[src/rtl/spi_burst_ctrl_if.sv]
// Handshake bundle between the upstream requester, spi_burst_ctrl and the SPI master core.
// The slave modport is the controller's view; the master modport is the view of everything around it.
interface spi_burst_ctrl_if #(
    parameter int MAX_BYTES_PER_CS = 16
);
    localparam int CW = $clog2(MAX_BYTES_PER_CS + 1);

    logic [CW-1:0] i_TX_Count;
    logic [7:0]    i_TX_Byte;
    logic          i_TX_DV;
    logic          o_TX_Ready;
    logic [7:0]    o_M_TX_Byte;
    logic          o_M_TX_DV;
    logic          i_M_TX_Ready;
    logic          i_M_RX_DV;
    logic [7:0]    i_M_RX_Byte;
    logic          o_RX_DV;
    logic [7:0]    o_RX_Byte;
    logic [CW-1:0] o_RX_Count;
    logic          o_SPI_CS_n;

    modport slave (
        input  i_TX_Count, i_TX_Byte, i_TX_DV, i_M_TX_Ready, i_M_RX_DV, i_M_RX_Byte,
        output o_TX_Ready, o_M_TX_Byte, o_M_TX_DV, o_RX_DV, o_RX_Byte, o_RX_Count, o_SPI_CS_n
    );

    modport master (
        output i_TX_Count, i_TX_Byte, i_TX_DV, i_M_TX_Ready, i_M_RX_DV, i_M_RX_Byte,
        input  o_TX_Ready, o_M_TX_Byte, o_M_TX_DV, o_RX_DV, o_RX_Byte, o_RX_Count, o_SPI_CS_n
    );
endinterface

[src/rtl/spi_burst_ctrl.sv]
// Wraps an SPI master core so that a multi-byte burst is sent under a single chip-select
// assertion, with fixed lead time before the first byte and a minimum idle gap afterwards.
module spi_burst_ctrl #(
    parameter int MAX_BYTES_PER_CS = 16,
    parameter int CS_LEAD_CLKS     = 2,
    parameter int CS_INACTIVE_CLKS = 4
) (
    input logic             clk,
    input logic             rst_n,
    spi_burst_ctrl_if.slave bus
);
    localparam int CW   = $clog2(MAX_BYTES_PER_CS + 1);
    localparam int TMAX = (CS_LEAD_CLKS > CS_INACTIVE_CLKS) ? CS_LEAD_CLKS : CS_INACTIVE_CLKS;
    localparam int TW   = (TMAX > 1) ? $clog2(TMAX) : 1;

    localparam logic [CW-1:0] MAX_CNT    = CW'(MAX_BYTES_PER_CS);
    localparam logic [TW-1:0] LEAD_LAST  = TW'(CS_LEAD_CLKS - 1);
    localparam logic [TW-1:0] INACT_LAST = TW'(CS_INACTIVE_CLKS - 1);

    typedef enum logic [1:0] {IDLE, LEAD, XFER, INACTIVE} state_t;

    state_t        r_state;
    state_t        w_next_state;
    logic [TW-1:0] r_timer;
    logic [CW-1:0] r_count;
    logic [7:0]    r_byte;
    logic [CW-1:0] r_bytes_left;
    logic [CW-1:0] r_rx_idx;
    logic          r_tx_pending;
    logic          r_m_tx_dv;
    logic [7:0]    r_m_tx_byte;
    logic          r_rx_dv;
    logic [7:0]    r_rx_byte;
    logic [CW-1:0] r_rx_count;
    logic          r_cs_n;

    logic          w_tx_ready;
    logic          w_lead_done;
    logic          w_xfer_done;
    logic          w_inact_done;
    logic          w_accept;
    logic          w_start;
    logic          w_xfer_tx;
    logic          w_rx_take;
    logic [CW-1:0] w_clamped;

    always_ff @(posedge clk or negedge rst_n) begin
        if (!rst_n) begin
            r_state <= IDLE;
        end else begin
            r_state <= w_next_state;
        end
    end

    always_comb begin
        w_next_state = r_state;
        w_tx_ready   = 1'b0;
        w_lead_done  = 1'b0;
        w_xfer_done  = 1'b0;
        w_inact_done = 1'b0;
        case (r_state)
            IDLE: begin
                w_tx_ready = 1'b1;
                if (bus.i_TX_DV && (bus.i_TX_Count != '0)) begin
                    w_next_state = LEAD;
                end
            end
            LEAD: begin
                w_lead_done = (r_timer == LEAD_LAST);
                if (w_lead_done) begin
                    w_next_state = XFER;
                end
            end
            XFER: begin
                // Hold off new bytes until the master core has visibly taken the previous one.
                w_tx_ready  = bus.i_M_TX_Ready && (r_bytes_left != '0) && !r_m_tx_dv && !r_tx_pending;
                w_xfer_done = (r_bytes_left == '0) && (r_rx_idx == r_count);
                if (w_xfer_done) begin
                    w_next_state = INACTIVE;
                end
            end
            INACTIVE: begin
                w_inact_done = (r_timer == INACT_LAST);
                if (w_inact_done) begin
                    w_next_state = IDLE;
                end
            end
            default: w_next_state = IDLE;
        endcase
    end

    assign w_accept  = bus.i_TX_DV && w_tx_ready;
    assign w_start   = (r_state == IDLE) && w_accept && (bus.i_TX_Count != '0);
    assign w_xfer_tx = (r_state == XFER) && w_accept;
    assign w_rx_take = bus.i_M_RX_DV && ((r_state == LEAD) || (r_state == XFER));
    assign w_clamped = (bus.i_TX_Count > MAX_CNT) ? MAX_CNT : bus.i_TX_Count;

    always_ff @(posedge clk or negedge rst_n) begin
        if (!rst_n) begin
            r_timer      <= '0;
            r_count      <= '0;
            r_byte       <= '0;
            r_bytes_left <= '0;
            r_rx_idx     <= '0;
            r_tx_pending <= 1'b0;
            r_m_tx_dv    <= 1'b0;
            r_m_tx_byte  <= '0;
            r_rx_dv      <= 1'b0;
            r_rx_byte    <= '0;
            r_rx_count   <= '0;
            r_cs_n       <= 1'b1;
        end else begin
            if (w_next_state != r_state) begin
                r_timer <= '0;
            end else if ((r_state == LEAD) || (r_state == INACTIVE)) begin
                r_timer <= r_timer + 1'b1;
            end

            if (w_start) begin
                r_count <= w_clamped;
                r_byte  <= bus.i_TX_Byte;
            end

            r_m_tx_dv <= w_lead_done || w_xfer_tx;
            if (w_lead_done) begin
                r_m_tx_byte  <= r_byte;
                r_bytes_left <= r_count - 1'b1;
            end else if (w_xfer_tx) begin
                r_m_tx_byte  <= bus.i_TX_Byte;
                r_bytes_left <= r_bytes_left - 1'b1;
            end

            if (r_m_tx_dv) begin
                r_tx_pending <= 1'b1;
            end else if (!bus.i_M_TX_Ready || (r_state == IDLE)) begin
                r_tx_pending <= 1'b0;
            end

            r_rx_dv <= w_rx_take;
            if (w_inact_done) begin
                r_rx_idx <= '0;
            end else if (w_rx_take) begin
                r_rx_byte  <= bus.i_M_RX_Byte;
                r_rx_count <= r_rx_idx;
                r_rx_idx   <= r_rx_idx + 1'b1;
            end

            if (w_start) begin
                r_cs_n <= 1'b0;
            end else if (w_xfer_done) begin
                r_cs_n <= 1'b1;
            end
        end
    end

    assign bus.o_TX_Ready  = w_tx_ready;
    assign bus.o_M_TX_DV   = r_m_tx_dv;
    assign bus.o_M_TX_Byte = r_m_tx_byte;
    assign bus.o_RX_DV     = r_rx_dv;
    assign bus.o_RX_Byte   = r_rx_byte;
    assign bus.o_RX_Count  = r_rx_count;
    assign bus.o_SPI_CS_n  = r_cs_n;
endmodule

[src/flat_wrapper.sv]
// flat-port wrapper written by rule: the top's interface ports become plain ports
module spi_burst_ctrl_flat 
#(
    parameter int MAX_BYTES_PER_CS = 16,
    parameter int CS_LEAD_CLKS     = 2,
    parameter int CS_INACTIVE_CLKS = 4
)
  (clk, rst_n, bus_i_TX_Count, bus_i_TX_Byte, bus_i_TX_DV, bus_i_M_TX_Ready, bus_i_M_RX_DV, bus_i_M_RX_Byte, bus_o_TX_Ready, bus_o_M_TX_Byte, bus_o_M_TX_DV, bus_o_RX_DV, bus_o_RX_Byte, bus_o_RX_Count, bus_o_SPI_CS_n);
  spi_burst_ctrl_if #(.MAX_BYTES_PER_CS(MAX_BYTES_PER_CS)) bus_i ();
  input logic clk;
  input logic rst_n;
  input wire logic [$bits(bus_i.i_TX_Count)-1:0] bus_i_TX_Count;
  input wire logic [$bits(bus_i.i_TX_Byte)-1:0] bus_i_TX_Byte;
  input wire logic [$bits(bus_i.i_TX_DV)-1:0] bus_i_TX_DV;
  input wire logic [$bits(bus_i.i_M_TX_Ready)-1:0] bus_i_M_TX_Ready;
  input wire logic [$bits(bus_i.i_M_RX_DV)-1:0] bus_i_M_RX_DV;
  input wire logic [$bits(bus_i.i_M_RX_Byte)-1:0] bus_i_M_RX_Byte;
  output wire logic [$bits(bus_i.o_TX_Ready)-1:0] bus_o_TX_Ready;
  output wire logic [$bits(bus_i.o_M_TX_Byte)-1:0] bus_o_M_TX_Byte;
  output wire logic [$bits(bus_i.o_M_TX_DV)-1:0] bus_o_M_TX_DV;
  output wire logic [$bits(bus_i.o_RX_DV)-1:0] bus_o_RX_DV;
  output wire logic [$bits(bus_i.o_RX_Byte)-1:0] bus_o_RX_Byte;
  output wire logic [$bits(bus_i.o_RX_Count)-1:0] bus_o_RX_Count;
  output wire logic [$bits(bus_i.o_SPI_CS_n)-1:0] bus_o_SPI_CS_n;
  assign bus_i.i_TX_Count = bus_i_TX_Count;
  assign bus_i.i_TX_Byte = bus_i_TX_Byte;
  assign bus_i.i_TX_DV = bus_i_TX_DV;
  assign bus_i.i_M_TX_Ready = bus_i_M_TX_Ready;
  assign bus_i.i_M_RX_DV = bus_i_M_RX_DV;
  assign bus_i.i_M_RX_Byte = bus_i_M_RX_Byte;
  assign bus_o_TX_Ready = bus_i.o_TX_Ready;
  assign bus_o_M_TX_Byte = bus_i.o_M_TX_Byte;
  assign bus_o_M_TX_DV = bus_i.o_M_TX_DV;
  assign bus_o_RX_DV = bus_i.o_RX_DV;
  assign bus_o_RX_Byte = bus_i.o_RX_Byte;
  assign bus_o_RX_Count = bus_i.o_RX_Count;
  assign bus_o_SPI_CS_n = bus_i.o_SPI_CS_n;
  spi_burst_ctrl #(.MAX_BYTES_PER_CS(MAX_BYTES_PER_CS), .CS_LEAD_CLKS(CS_LEAD_CLKS), .CS_INACTIVE_CLKS(CS_INACTIVE_CLKS)) u_core (.clk(clk), .rst_n(rst_n), .bus(bus_i));
endmodule
[config.mk]
export PLATFORM = sky130hd
export DESIGN_NAME = spi_burst_ctrl_flat
export DESIGN_NICKNAME = d
export VERILOG_FILES = /design/src/rtl/spi_burst_ctrl_if.sv /design/src/rtl/spi_burst_ctrl.sv /design/src/flat_wrapper.sv
export SDC_FILE = /design/constraint.sdc
export NUM_CORES = 1
export LEC_CHECK = 0
export ABC_CLOCK_PERIOD_IN_PS = 4900
export BUFFER_PORTS_ARGS = -buffer_cell sky130_fd_sc_hd__clkbuf_2
export CORE_ASPECT_RATIO = 1.4
export CORE_MARGIN = 2
export CORE_UTILIZATION = 30
export CTS_CLUSTER_DIAMETER = 30
export DETAILED_ROUTE_END_ITERATION = 8
export SLEW_MARGIN = 20
export SYNTH_ARGS = -nofsm -noshare
export SYNTH_HDL_FRONTEND = slang
export SYNTH_SLANG_ARGS = --single-unit
[constraint.sdc]
create_clock -name clk -period 4.9 [get_ports clk]
set_input_delay 0 -clock clk [delete_from_list [all_inputs] [get_ports clk]]
set_output_delay 0 -clock clk [all_outputs]
set_load 0.02 [all_outputs]
==> qor.csv <==
stage,metric,value,unit
outcome,status,finished clean,
clocking,CTS Buf Count,5,
yosys,top-area cell type share of the netlist area,0.4980,
yosys,Synth top cells by count,"dfrtp_1 (51), nand2_1 (37), mux2_2 (31), nor2_1 (13)",
grt,vias in the first global route,1942,
die,core area,8247,µm²
clocking,Sink Count,52,
yosys,xor/xnor cell area share of the yosys netlist,0.04102,
yosys,"Top FF cell, synth",dfrtp_1,
timing,Tcrit/Tclk final,0.5695,
grt,gr usage total,0.1283,
pwr,Max rail drop VDD,342.1,µV
final_layout,layout cells sized above 1,0.3036,
clocking,root buffer cell,clkbuf_16,
final_layout,# diodes,0,
yosys,largest family of logic cells by synthesized area,multiplexers,
timing,Worst Slack Setup Final,2.109,ns
timing,setup violators final,0,
yosys,register area share after synthesis,0.5083,
timing,RSZ-0062 raised after global routing,no,
die,Die Span Y,113.4,µm
timing,Final Skew,0.005848,ns
die,chip width,82.11,µm
routing,post-DR vias/cell,4.894,
grt,initial antenna violation count,0,
yosys,mapped cell area,2562,µm²
clocking,Worst-path clk slew,0.07,ns
routing,WL met1,2.403,mm
die,FP Rows,39,
final_layout,Post-Layout Cell Count,405,
run,max_cap viols,0,
critical_path,critical path endpoint category,flop,
critical_path,crit-path max FO,19,
timing,fin crit period,2.791,ns
placed_design,port bufs,50,
clocking,setup bufs post-CTS,0,
final_layout,Final #Nets,337,
yosys,"FF+latch count, synth",52,
grt,first-pass GRT wire length,9.239,mm
yosys,Yosys warnings,0,
routing,# DRC,0,
routing,Via Count,1982,
yosys,post-synthesis cell count,234,
clocking,Longest Clk Path Bufs,2,
clocking,CTS tree,done,
critical_path,WP data required,5.06,ns
yosys,Area contributors post-synth,"dfrtp_1 (50%), mux2_2 (14%), nand2_1 (5.4%), ha_1 (3.9%), xnor2_1 (2.4%)",
routing,wire length on met3,225,µm
die,Ports,51,
routing,met2 wire length,2.833,mm
grt,largest net degree at the start of global routing,53,
grt,total grt overflow,0,
yosys,ys async rst share,1.000,
routing,Detail Route Antenna Nets,0,
placed_design,Final HPWL DP,3.816,mm
pwr,Power Density,624.7,nW/µm²
yosys,Netlist cell types,42,
yosys,post-synthesis mux area share,0.1479,
yosys,Mean Syn Cell Area,10.95,µm²
yosys,cell taking the most area after synthesis,dfrtp_1,
placed_design,Final Wtd Congestion,0.8244,
routing,Avg WL per Cell,13.78,µm
yosys,cell with the most instances after synthesis,dfrtp_1,
timing,Slew Limit Fails,0,
die,Die Footprint,9308,µm²
min_path,worst hold path class,in2reg,
critical_path,startpoint types,flop,
routing,top sig layer,met4,
clocking,clock insertion delay at the later pin of the skew report,0.28,ns
timing,Fin. Hold Viols,0,
placed_design,placed cell count,377,
timing,Final TNS setup,0,ns
critical_path,Setup CP Type,reg2reg,
routing,initial drt markers,108,
pwr,leakage power,1.523,nW
yosys,Compound-Gate Fraction of Synth Area,0.09717,
timing,Worst slew margin,0.3303,
clocking,H-tree depth,2,
yosys,"EDFF count, synth",0,
yosys,Simple-Gate Fraction of Synth Area,0.1357,
placed_design,DP Worst Slack,2.106,ns
timing,Worst-Margin Slew,1.002,ns
routing,WL final,5.581,mm
routing,DRT Pass-1 Iters,4,
final_layout,Syn-to-layout area delta,27.29,%
timing,hold_ws,0.003738,ns
critical_path,CP arrival,2.95,ns
yosys,syn nets,268,
yosys,adder-cell area share of the yosys netlist,0.03906,
timing,FMAX,358.3,MHz
die,Starting Density,0.3107,
[cells by family after synthesis]
family,Yosys count
mux,34
buf+inv,18
compound gates,35
xor+xnor,12
simple gates,75
fa+ha+maj,8
flops,52
[worst paths after layout]
check	slack [ns]	from	end	cells past startpoint
worst min register to register	0.50	u_core.r_byte[1]	u_core.r_byte[1]	1
worst max-delay path	2.11	u_core.r_state[1]	u_core.r_bytes_left[0]	6
max in group asynchronous	4.07	rst_n	u_core.bus.o_M_TX_Byte[1]	3
min in group asynchronous	0.37	rst_n	u_core.r_byte[2]	3
worst min-delay path	0.004	bus_i_TX_Count[0]	u_core.r_count[0]	3
worst max register to register	2.11	u_core.r_state[1]	u_core.r_bytes_left[0]	6
[power by group]
part,internal [mW],leakage (nW),switching [mW]
Combinational,0.400,0.822,0.483
Clock,0.214,0.0760,0.143
Sequential,0.633,0.625,0.164
[critical path, stage by stage (launching register included)]
cell and delay (ns):
dfrtp_1 0.43, inv_1 0.10, ha_1 0.27, nand2_1 0.53
nand2_1 0.14, nor2_1 0.77, mux2_2 0.42
[per-layer routing]
layer,vias up,GRT usage
met2,49,0.2184
met3,10,0.02153
met4,0,0.05111
li1,957,-
met5,-,0
met1,966,0.1583
[final cells by class]
cell class                 instances  area, µm²
fill                             791       4985
sequential                        52       1303
multi-input combinational        164       1181
timing repair buffer              72      467.9
clock buffer                       7      152.6
tap                              102      127.6
inverter                           8      30.03
[registers in the layout (all words and copies together) (netlist names)]
signal,count
u_core.r_rx_idx,5
u_core.bus.o_SPI_CS_n,1
u_core.r_byte,8
u_core.bus.o_M_TX_DV,1
u_core.bus.o_M_TX_Byte,8
u_core.bus.o_RX_DV,1
u_core.r_tx_pending,1
u_core.r_count,5
u_core.r_state,2
u_core.r_timer,2
u_core.bus.o_RX_Count,5
u_core.r_bytes_left,5
u_core.bus.o_RX_Byte,8
[cell usage in the layout (no fill, tap or decap), types with 3 or more instances in the layout]
master	n
o311ai_0	3
o21ai_0	8
nor3_1	3
a21oi_1	5
nand4_1	5
xnor2_1	7
clkbuf_16	5
dlygate4sd3_1	21
dfrtp_1	51
nand2b_1	4
xor2_1	5
ha_1	8
a211oi_1	4
clkbuf_2	50
inv_1	8
mux2_2	31
nor2_1	13
nand2_1	37
mux2i_1	3
[through the flow]
stage               area, µm²  utilization  total power [mW]
finish                   3262       0.3955             2.038
detailed placement       2899       0.3515             1.677
global placement         2899       0.3515             1.656
CTS                      3262       0.3955             2.061
floorplan                2562            -             1.433
global route             3262       0.3955             2.196
[timing repair]
item	4_1_cts	5_1_grt
hold buffers	21	0
endpoints found under the hold margin	71	0
gates resized for setup	0	0
Note: power is estimated with default switching activity, not from simulation.
